File: config.mk
export PLATFORM = sky130hd
export DESIGN_NAME = id_ex_stage_flat
export DESIGN_NICKNAME = d
export VERILOG_FILES = /design/src/rtl/id_ex_if.sv /design/src/rtl/id_ex_stage.sv /design/src/flat_wrapper.sv
export SDC_FILE = /design/constraint.sdc
export NUM_CORES = 1
export LEC_CHECK = 0
export ABC_AREA = 0
export BUFFER_PORTS_ARGS = -buffer_cell sky130_fd_sc_hd__buf_2
export CAP_MARGIN = 40
export CORE_UTILIZATION = 45
export CTS_BUF_LIST = sky130_fd_sc_hd__clkbuf_16
export CTS_CLUSTER_DIAMETER = 80
export DETAILED_ROUTE_END_ITERATION = 6
export GPL_ROUTABILITY_DRIVEN = 0
export PLACE_DENSITY = 0.78
export SKIP_LAST_GASP = 1
export SYNTH_ARGS = -nofsm -noshare
export SYNTH_HDL_FRONTEND = slang
export SYNTH_SLANG_ARGS = --single-unit
export TNS_END_PERCENT = 5
File: constraint.sdc
create_clock -name clk_i -period 3.4 [get_ports clk_i]
set_input_delay 0.17 -clock clk_i [delete_from_list [all_inputs] [get_ports clk_i]]
set_output_delay 0.17 -clock clk_i [all_outputs]
set_load 0.01 [all_outputs]
File: src/rtl/id_ex_if.sv
// id_ex_if: bundles the ID inputs, downstream forwarding sources and EX outputs of id_ex_stage.
//   master : the surrounding pipeline side, which drives ID/forwarding inputs and reads EX outputs
//   slave  : the id_ex_stage side
interface id_ex_if #(parameter int XLEN = 32);
    logic            stall_i;
    logic            flush_i;
    logic [XLEN-1:0] RS1data_i;
    logic [XLEN-1:0] RS2data_i;
    logic [XLEN-1:0] imm_i;
    logic [4:0]      RS1addr_i;
    logic [4:0]      RS2addr_i;
    logic [4:0]      RDaddr_i;
    logic            ALUSrc_i;
    logic            RegWrite_i;
    logic            MemRead_i;
    logic            MemWrite_i;
    logic            MemtoReg_i;
    logic [2:0]      ALUCtrl_i;
    logic            EXMEM_RegWrite_i;
    logic            MEMWB_RegWrite_i;
    logic [4:0]      EXMEM_RDaddr_i;
    logic [4:0]      MEMWB_RDaddr_i;
    logic [XLEN-1:0] EXMEM_data_i;
    logic [XLEN-1:0] MEMWB_data_i;
    logic [XLEN-1:0] ALUdata1_o;
    logic [XLEN-1:0] ALUdata2_o;
    logic [2:0]      ALUCtrl_o;
    logic [XLEN-1:0] RS2fwd_o;
    logic [4:0]      RDaddr_o;
    logic            RegWrite_o;
    logic            MemRead_o;
    logic            MemWrite_o;
    logic            MemtoReg_o;
    logic            valid_o;
    logic            load_use_o;

    modport master (
        output stall_i, flush_i, RS1data_i, RS2data_i, imm_i, RS1addr_i, RS2addr_i, RDaddr_i,
               ALUSrc_i, RegWrite_i, MemRead_i, MemWrite_i, MemtoReg_i, ALUCtrl_i,
               EXMEM_RegWrite_i, MEMWB_RegWrite_i, EXMEM_RDaddr_i, MEMWB_RDaddr_i,
               EXMEM_data_i, MEMWB_data_i,
        input  ALUdata1_o, ALUdata2_o, ALUCtrl_o, RS2fwd_o, RDaddr_o, RegWrite_o, MemRead_o,
               MemWrite_o, MemtoReg_o, valid_o, load_use_o
    );

    modport slave (
        input  stall_i, flush_i, RS1data_i, RS2data_i, imm_i, RS1addr_i, RS2addr_i, RDaddr_i,
               ALUSrc_i, RegWrite_i, MemRead_i, MemWrite_i, MemtoReg_i, ALUCtrl_i,
               EXMEM_RegWrite_i, MEMWB_RegWrite_i, EXMEM_RDaddr_i, MEMWB_RDaddr_i,
               EXMEM_data_i, MEMWB_data_i,
        output ALUdata1_o, ALUdata2_o, ALUCtrl_o, RS2fwd_o, RDaddr_o, RegWrite_o, MemRead_o,
               MemWrite_o, MemtoReg_o, valid_o, load_use_o
    );
endinterface

File: src/rtl/id_ex_stage.sv
// id_ex_stage: ID/EX pipeline register with EX-stage operand forwarding and load-use detection.
//   clk_i : rising-edge clock
//   rst_i : asynchronous active-high reset, loads a bubble
//   bus   : id_ex_if slave -- ID fields, stall/flush, EX/MEM and MEM/WB forwarding sources in;
//           forwarded operands, registered controls, valid and load_use out
module id_ex_stage #(
    parameter int XLEN = 32
) (
    input logic   clk_i,
    input logic   rst_i,
    id_ex_if.slave bus
);
    typedef struct packed {
        logic [XLEN-1:0] rs1d;
        logic [XLEN-1:0] rs2d;
        logic [XLEN-1:0] imm;
        logic [4:0]      rs1;
        logic [4:0]      rs2;
        logic [4:0]      rd;
        logic            alusrc;
        logic [2:0]      ctrl;
        logic            rw;
        logic            mr;
        logic            mw;
        logic            m2r;
        logic            v;
    } stage_t;

    stage_t          r_st;
    stage_t          w_id;
    logic            w_load_use;
    logic [XLEN-1:0] w_src1;
    logic [XLEN-1:0] w_src2;

    assign w_id = {bus.RS1data_i, bus.RS2data_i, bus.imm_i, bus.RS1addr_i, bus.RS2addr_i,
                   bus.RDaddr_i, bus.ALUSrc_i, bus.ALUCtrl_i, bus.RegWrite_i, bus.MemRead_i,
                   bus.MemWrite_i, bus.MemtoReg_i, 1'b1};

    // A bubble is all-zero, so it can never look like a load and raise a hazard.
    assign w_load_use = r_st.v && r_st.mr && r_st.rd != 5'd0 &&
                        (r_st.rd == bus.RS1addr_i || r_st.rd == bus.RS2addr_i);

    always_ff @(posedge clk_i or posedge rst_i) begin
        if (rst_i)
            r_st <= '0;
        else if (bus.flush_i)
            r_st <= '0;
        else if (!bus.stall_i)
            r_st <= w_load_use ? '0 : w_id;
    end

    // EX/MEM is the younger producer, so it is checked first; x0 is never forwarded.
    always_comb begin
        w_src1 = (bus.EXMEM_RegWrite_i && bus.EXMEM_RDaddr_i != 5'd0 && bus.EXMEM_RDaddr_i == r_st.rs1) ? bus.EXMEM_data_i :
                 (bus.MEMWB_RegWrite_i && bus.MEMWB_RDaddr_i != 5'd0 && bus.MEMWB_RDaddr_i == r_st.rs1) ? bus.MEMWB_data_i :
                 r_st.rs1d;
        w_src2 = (bus.EXMEM_RegWrite_i && bus.EXMEM_RDaddr_i != 5'd0 && bus.EXMEM_RDaddr_i == r_st.rs2) ? bus.EXMEM_data_i :
                 (bus.MEMWB_RegWrite_i && bus.MEMWB_RDaddr_i != 5'd0 && bus.MEMWB_RDaddr_i == r_st.rs2) ? bus.MEMWB_data_i :
                 r_st.rs2d;
    end

    assign bus.ALUdata1_o = w_src1;
    assign bus.ALUdata2_o = r_st.alusrc ? r_st.imm : w_src2;
    assign bus.RS2fwd_o   = w_src2;
    assign bus.ALUCtrl_o  = r_st.ctrl;
    assign bus.RDaddr_o   = r_st.rd;
    assign bus.RegWrite_o = r_st.rw;
    assign bus.MemRead_o  = r_st.mr;
    assign bus.MemWrite_o = r_st.mw;
    assign bus.MemtoReg_o = r_st.m2r;
    assign bus.valid_o    = r_st.v;
    assign bus.load_use_o = w_load_use;
endmodule

File: src/flat_wrapper.sv
// flat-port wrapper written by rule: the top's interface ports become plain ports
module id_ex_stage_flat 
#(
    parameter int XLEN = 32
)
  (clk_i, rst_i, bus_stall_i, bus_flush_i, bus_RS1data_i, bus_RS2data_i, bus_imm_i, bus_RS1addr_i, bus_RS2addr_i, bus_RDaddr_i, bus_ALUSrc_i, bus_RegWrite_i, bus_MemRead_i, bus_MemWrite_i, bus_MemtoReg_i, bus_ALUCtrl_i, bus_EXMEM_RegWrite_i, bus_MEMWB_RegWrite_i, bus_EXMEM_RDaddr_i, bus_MEMWB_RDaddr_i, bus_EXMEM_data_i, bus_MEMWB_data_i, bus_ALUdata1_o, bus_ALUdata2_o, bus_ALUCtrl_o, bus_RS2fwd_o, bus_RDaddr_o, bus_RegWrite_o, bus_MemRead_o, bus_MemWrite_o, bus_MemtoReg_o, bus_valid_o, bus_load_use_o);
  id_ex_if #(.XLEN(XLEN)) bus_i ();
  input logic clk_i;
  input logic rst_i;
  input wire logic [$bits(bus_i.stall_i)-1:0] bus_stall_i;
  input wire logic [$bits(bus_i.flush_i)-1:0] bus_flush_i;
  input wire logic [$bits(bus_i.RS1data_i)-1:0] bus_RS1data_i;
  input wire logic [$bits(bus_i.RS2data_i)-1:0] bus_RS2data_i;
  input wire logic [$bits(bus_i.imm_i)-1:0] bus_imm_i;
  input wire logic [$bits(bus_i.RS1addr_i)-1:0] bus_RS1addr_i;
  input wire logic [$bits(bus_i.RS2addr_i)-1:0] bus_RS2addr_i;
  input wire logic [$bits(bus_i.RDaddr_i)-1:0] bus_RDaddr_i;
  input wire logic [$bits(bus_i.ALUSrc_i)-1:0] bus_ALUSrc_i;
  input wire logic [$bits(bus_i.RegWrite_i)-1:0] bus_RegWrite_i;
  input wire logic [$bits(bus_i.MemRead_i)-1:0] bus_MemRead_i;
  input wire logic [$bits(bus_i.MemWrite_i)-1:0] bus_MemWrite_i;
  input wire logic [$bits(bus_i.MemtoReg_i)-1:0] bus_MemtoReg_i;
  input wire logic [$bits(bus_i.ALUCtrl_i)-1:0] bus_ALUCtrl_i;
  input wire logic [$bits(bus_i.EXMEM_RegWrite_i)-1:0] bus_EXMEM_RegWrite_i;
  input wire logic [$bits(bus_i.MEMWB_RegWrite_i)-1:0] bus_MEMWB_RegWrite_i;
  input wire logic [$bits(bus_i.EXMEM_RDaddr_i)-1:0] bus_EXMEM_RDaddr_i;
  input wire logic [$bits(bus_i.MEMWB_RDaddr_i)-1:0] bus_MEMWB_RDaddr_i;
  input wire logic [$bits(bus_i.EXMEM_data_i)-1:0] bus_EXMEM_data_i;
  input wire logic [$bits(bus_i.MEMWB_data_i)-1:0] bus_MEMWB_data_i;
  output wire logic [$bits(bus_i.ALUdata1_o)-1:0] bus_ALUdata1_o;
  output wire logic [$bits(bus_i.ALUdata2_o)-1:0] bus_ALUdata2_o;
  output wire logic [$bits(bus_i.ALUCtrl_o)-1:0] bus_ALUCtrl_o;
  output wire logic [$bits(bus_i.RS2fwd_o)-1:0] bus_RS2fwd_o;
  output wire logic [$bits(bus_i.RDaddr_o)-1:0] bus_RDaddr_o;
  output wire logic [$bits(bus_i.RegWrite_o)-1:0] bus_RegWrite_o;
  output wire logic [$bits(bus_i.MemRead_o)-1:0] bus_MemRead_o;
  output wire logic [$bits(bus_i.MemWrite_o)-1:0] bus_MemWrite_o;
  output wire logic [$bits(bus_i.MemtoReg_o)-1:0] bus_MemtoReg_o;
  output wire logic [$bits(bus_i.valid_o)-1:0] bus_valid_o;
  output wire logic [$bits(bus_i.load_use_o)-1:0] bus_load_use_o;
  assign bus_i.stall_i = bus_stall_i;
  assign bus_i.flush_i = bus_flush_i;
  assign bus_i.RS1data_i = bus_RS1data_i;
  assign bus_i.RS2data_i = bus_RS2data_i;
  assign bus_i.imm_i = bus_imm_i;
  assign bus_i.RS1addr_i = bus_RS1addr_i;
  assign bus_i.RS2addr_i = bus_RS2addr_i;
  assign bus_i.RDaddr_i = bus_RDaddr_i;
  assign bus_i.ALUSrc_i = bus_ALUSrc_i;
  assign bus_i.RegWrite_i = bus_RegWrite_i;
  assign bus_i.MemRead_i = bus_MemRead_i;
  assign bus_i.MemWrite_i = bus_MemWrite_i;
  assign bus_i.MemtoReg_i = bus_MemtoReg_i;
  assign bus_i.ALUCtrl_i = bus_ALUCtrl_i;
  assign bus_i.EXMEM_RegWrite_i = bus_EXMEM_RegWrite_i;
  assign bus_i.MEMWB_RegWrite_i = bus_MEMWB_RegWrite_i;
  assign bus_i.EXMEM_RDaddr_i = bus_EXMEM_RDaddr_i;
  assign bus_i.MEMWB_RDaddr_i = bus_MEMWB_RDaddr_i;
  assign bus_i.EXMEM_data_i = bus_EXMEM_data_i;
  assign bus_i.MEMWB_data_i = bus_MEMWB_data_i;
  assign bus_ALUdata1_o = bus_i.ALUdata1_o;
  assign bus_ALUdata2_o = bus_i.ALUdata2_o;
  assign bus_ALUCtrl_o = bus_i.ALUCtrl_o;
  assign bus_RS2fwd_o = bus_i.RS2fwd_o;
  assign bus_RDaddr_o = bus_i.RDaddr_o;
  assign bus_RegWrite_o = bus_i.RegWrite_o;
  assign bus_MemRead_o = bus_i.MemRead_o;
  assign bus_MemWrite_o = bus_i.MemWrite_o;
  assign bus_MemtoReg_o = bus_i.MemtoReg_o;
  assign bus_valid_o = bus_i.valid_o;
  assign bus_load_use_o = bus_i.load_use_o;
  id_ex_stage #(.XLEN(XLEN)) u_core (.clk_i(clk_i), .rst_i(rst_i), .bus(bus_i));
endmodule
==> impl_metrics.tcl <==
set metrics [dict create \
    first_pass_iters 6 \
    synth_cells 899 \
    sw_frac_of_total_pct 26.6 \
    cts-hold-fix-buffers 40 \
    core-area_um2 17400 \
    grt_usage_pct 28.4 \
    start_kind "flop" \
    hold_violations 0 \
    portBuffers 308 \
    crit_required_ns 3.23 \
    critical_path_class "reg2out" \
    cts_max_level 4 \
    drv_cap 0 \
    setup_slack_ns 0.424 \
    pre_cts_slack_ns 0.927 \
    vdd_drop_max_v 0.000341 \
    antenna_found_initial 5 \
    drc 0 \
    synth_area_leaders "dfrtp_1, nand3b_1, o41ai_1" \
    yosysWarnings 0 \
    ioPinCount 309 \
    postCtsResizedCells 0 \
    synth_edf_count 0 \
    total_power_mw 4.30 \
    syn_nets 1098 \
    ys_ff_latch 120 \
    clk_latency_ns 0.42 \
    fin_nets 1377 \
    vias 8138 \
    finalSetupViolations 0 \
    synth_async_sr_flop_share_pct 100 \
    leakage_nw 4.99 \
    dieArea_um2 18300 \
    slew_viol_final 0 \
    worstPathArrival_ns 2.81 \
    holdWs_ns 0.00996 \
    power_switching_mw 1.14 \
    nFillCells 1476 \
    drtIter0Drc 572 \
    p_seq_share_pct 36.6 \
    grt_pass1_vias 7499 \
    cts_root_buf "clkbuf_16" \
    syn_area_per_cell_um2 8.90 \
    cts_buffers 17 \
    combPwrFrac_pct 19.3 \
    drtAntennaViolNets 0 \
    grt_pass1_wl_mm 39.9 \
    die-height_um 135 \
    grt_overflow_total 0 \
    cp-end-kind "primary output" \
    wirelength_mm 26.4 \
    fin_cells 1417 \
    yosysUniqueCellTypes 28 \
    fp.dieW_um 135 \
    r2r_cells 6 \
    fin_crit_ns 2.98 \
    yosys.area.top_type "dfrtp_1" \
    grt_max_degree 119 \
    max-slew-margin-rel_pct 38.8 \
    seq_area_frac_synth_pct 37.5 \
    power.internal_mw 3.15 \
    ys.flop_type "dfrtp_1" \
    rsz0062_at_grt "no" \
    cts_setup_buffers 0 \
    dp_hpwl_mm 18.1 \
    place.detailed.instances 1344 \
    drive_gt1_share_pct 30.5 \
    yosysMostFrequentCell "inv_1" \
    yosys-top-cells-count "inv_1, dfrtp_1, nand3b_1" \
    rows 48 \
    status "finished, final reports clean" \
    synthesis.area_um2 8000 \
    fmax_mhz 336 \
    worst-path-max-fanout 36 \
    finalClockSkew_ns 0.0131 \
    powerDensity_nw_per_um2 407 \
    path_clk_slew_ns 0.06 \
    tritoncts "yes" \
    worst_slew_pin_slew_ns 0.917 \
    clockPowerShare_pct 44.2 \
    netlist.area_leader.share_pct 37.5 \
    start_util_pct 46.1 \
    area_delta_synth_final_pct 32.0 \
    clockBufferDepth 2 \
    whs_path_depth 3 \
    clock_sinks 120 \
    setup-tns-final_ns 0 \
    min_path_type "in2reg" \
    avgViaCountPerCell 5.74 \
    wl_per_cell_um 18.6 \
    post-route-period-util_pct 87.5 \
]
registers in the layout (all words and copies together), names as in the netlist:
register	count
u_core.bus.valid_o	1
u_core.bus.ALUCtrl_o	3
u_core.bus.MemRead_o	1
u_core.bus.RDaddr_o	5
u_core.bus.RegWrite_o	1
u_core.bus.MemtoReg_o	1
u_core.r_st	107
u_core.bus.MemWrite_o	1
worst max-delay path: stages (launching register included):
cell and delay [ns]:
dfrtp_1 0.42, xor2_1 0.16, nor3_1 0.51, nand3_4 0.47, buf_12 0.34, nor3_1 0.22
a221oi_1 0.08, buf_2 0.17
per-stage QoR:
step,utilization [%],area (um2)
after CTS,60.8,10600
final,60.9,10600
after floorplan,-,8000
after global routing,60.9,10600
after global placement,54.8,9520
after detailed placement,55.0,9550
area by class of cell:
cell class | instances | area [um2] | share of cell area (%)
clock buffer | 17 | 425 | 4.03
tap | 225 | 282 | 2.66
clock inverter | 14 | 189 | 1.79
inverter | 121 | 457 | 4.32
timing repair buffer | 368 | 2210 | 20.9
antenna | 2 | 5.00 | 0.0474
multi-input combinational | 550 | 4000 | 37.8
sequential | 120 | 3000 | 28.4
cell usage in the layout (no fill, tap or decap), drive strengths merged, types with 36 or more instances in the layout:
| master | n |
|---|---|
| dfrtp | 120 |
| nand3b | 109 |
| o41ai | 87 |
| dlygate4sd3 | 40 |
| mux2i | 64 |
| buf | 328 |
| nor2 | 36 |
| inv | 123 |
| nand2 | 43 |
| nor3 | 38 |
path summary, 6_finish.rpt:
check | startpoint | endpoint | slack (ns)
worst min register to register | u_core.bus.MemWrite_o | u_core.bus.MemWrite_o | 0.48
worst max register to register | u_core.bus.RDaddr_o[2] | u_core.r_st[26] | 1.01
max in group asynchronous | rst_i | u_core.r_st[27] | 2.38
min in group asynchronous | rst_i | u_core.r_st[75] | 0.16
worst min-delay path | bus_RDaddr_i[1] | u_core.bus.RDaddr_o[1] | 0.01
worst max-delay path | u_core.r_st[18] | bus_ALUdata2_o[2] | 0.42
power groups by stage:
stage          sequential [mW]  clock, mW  combinational, mW
4_1_cts                   1.57       1.93              0.821
3_5_place_dp              1.59          0              0.781
5_1_grt                   1.58       2.00              0.899
2_1_floorplan             1.57          0              0.451
3_3_place_gp              1.59          0              0.764
6_report                  1.57       1.90              0.828
layer usage:
metal  global-route usage [%]  share of wire (%)  up-vias
met1                     36.8                 41     3817
met4                     11.7                2.6        6
met3                     7.71                9.0       58
met5                        0               0.14        -
met2                     44.5                 47      423
li1                         -                  -     3834
kinds of logic after synthesis:
family	share of synthesized area (%)
DFF	37.5
muxes	8.00
AOI/OAI and AO/OA	21.0
xor gates and xnor gates	3.28
and+or+nand+nor	17.2
buffers and inverters	13.0
(Power assumes the default switching activity.)
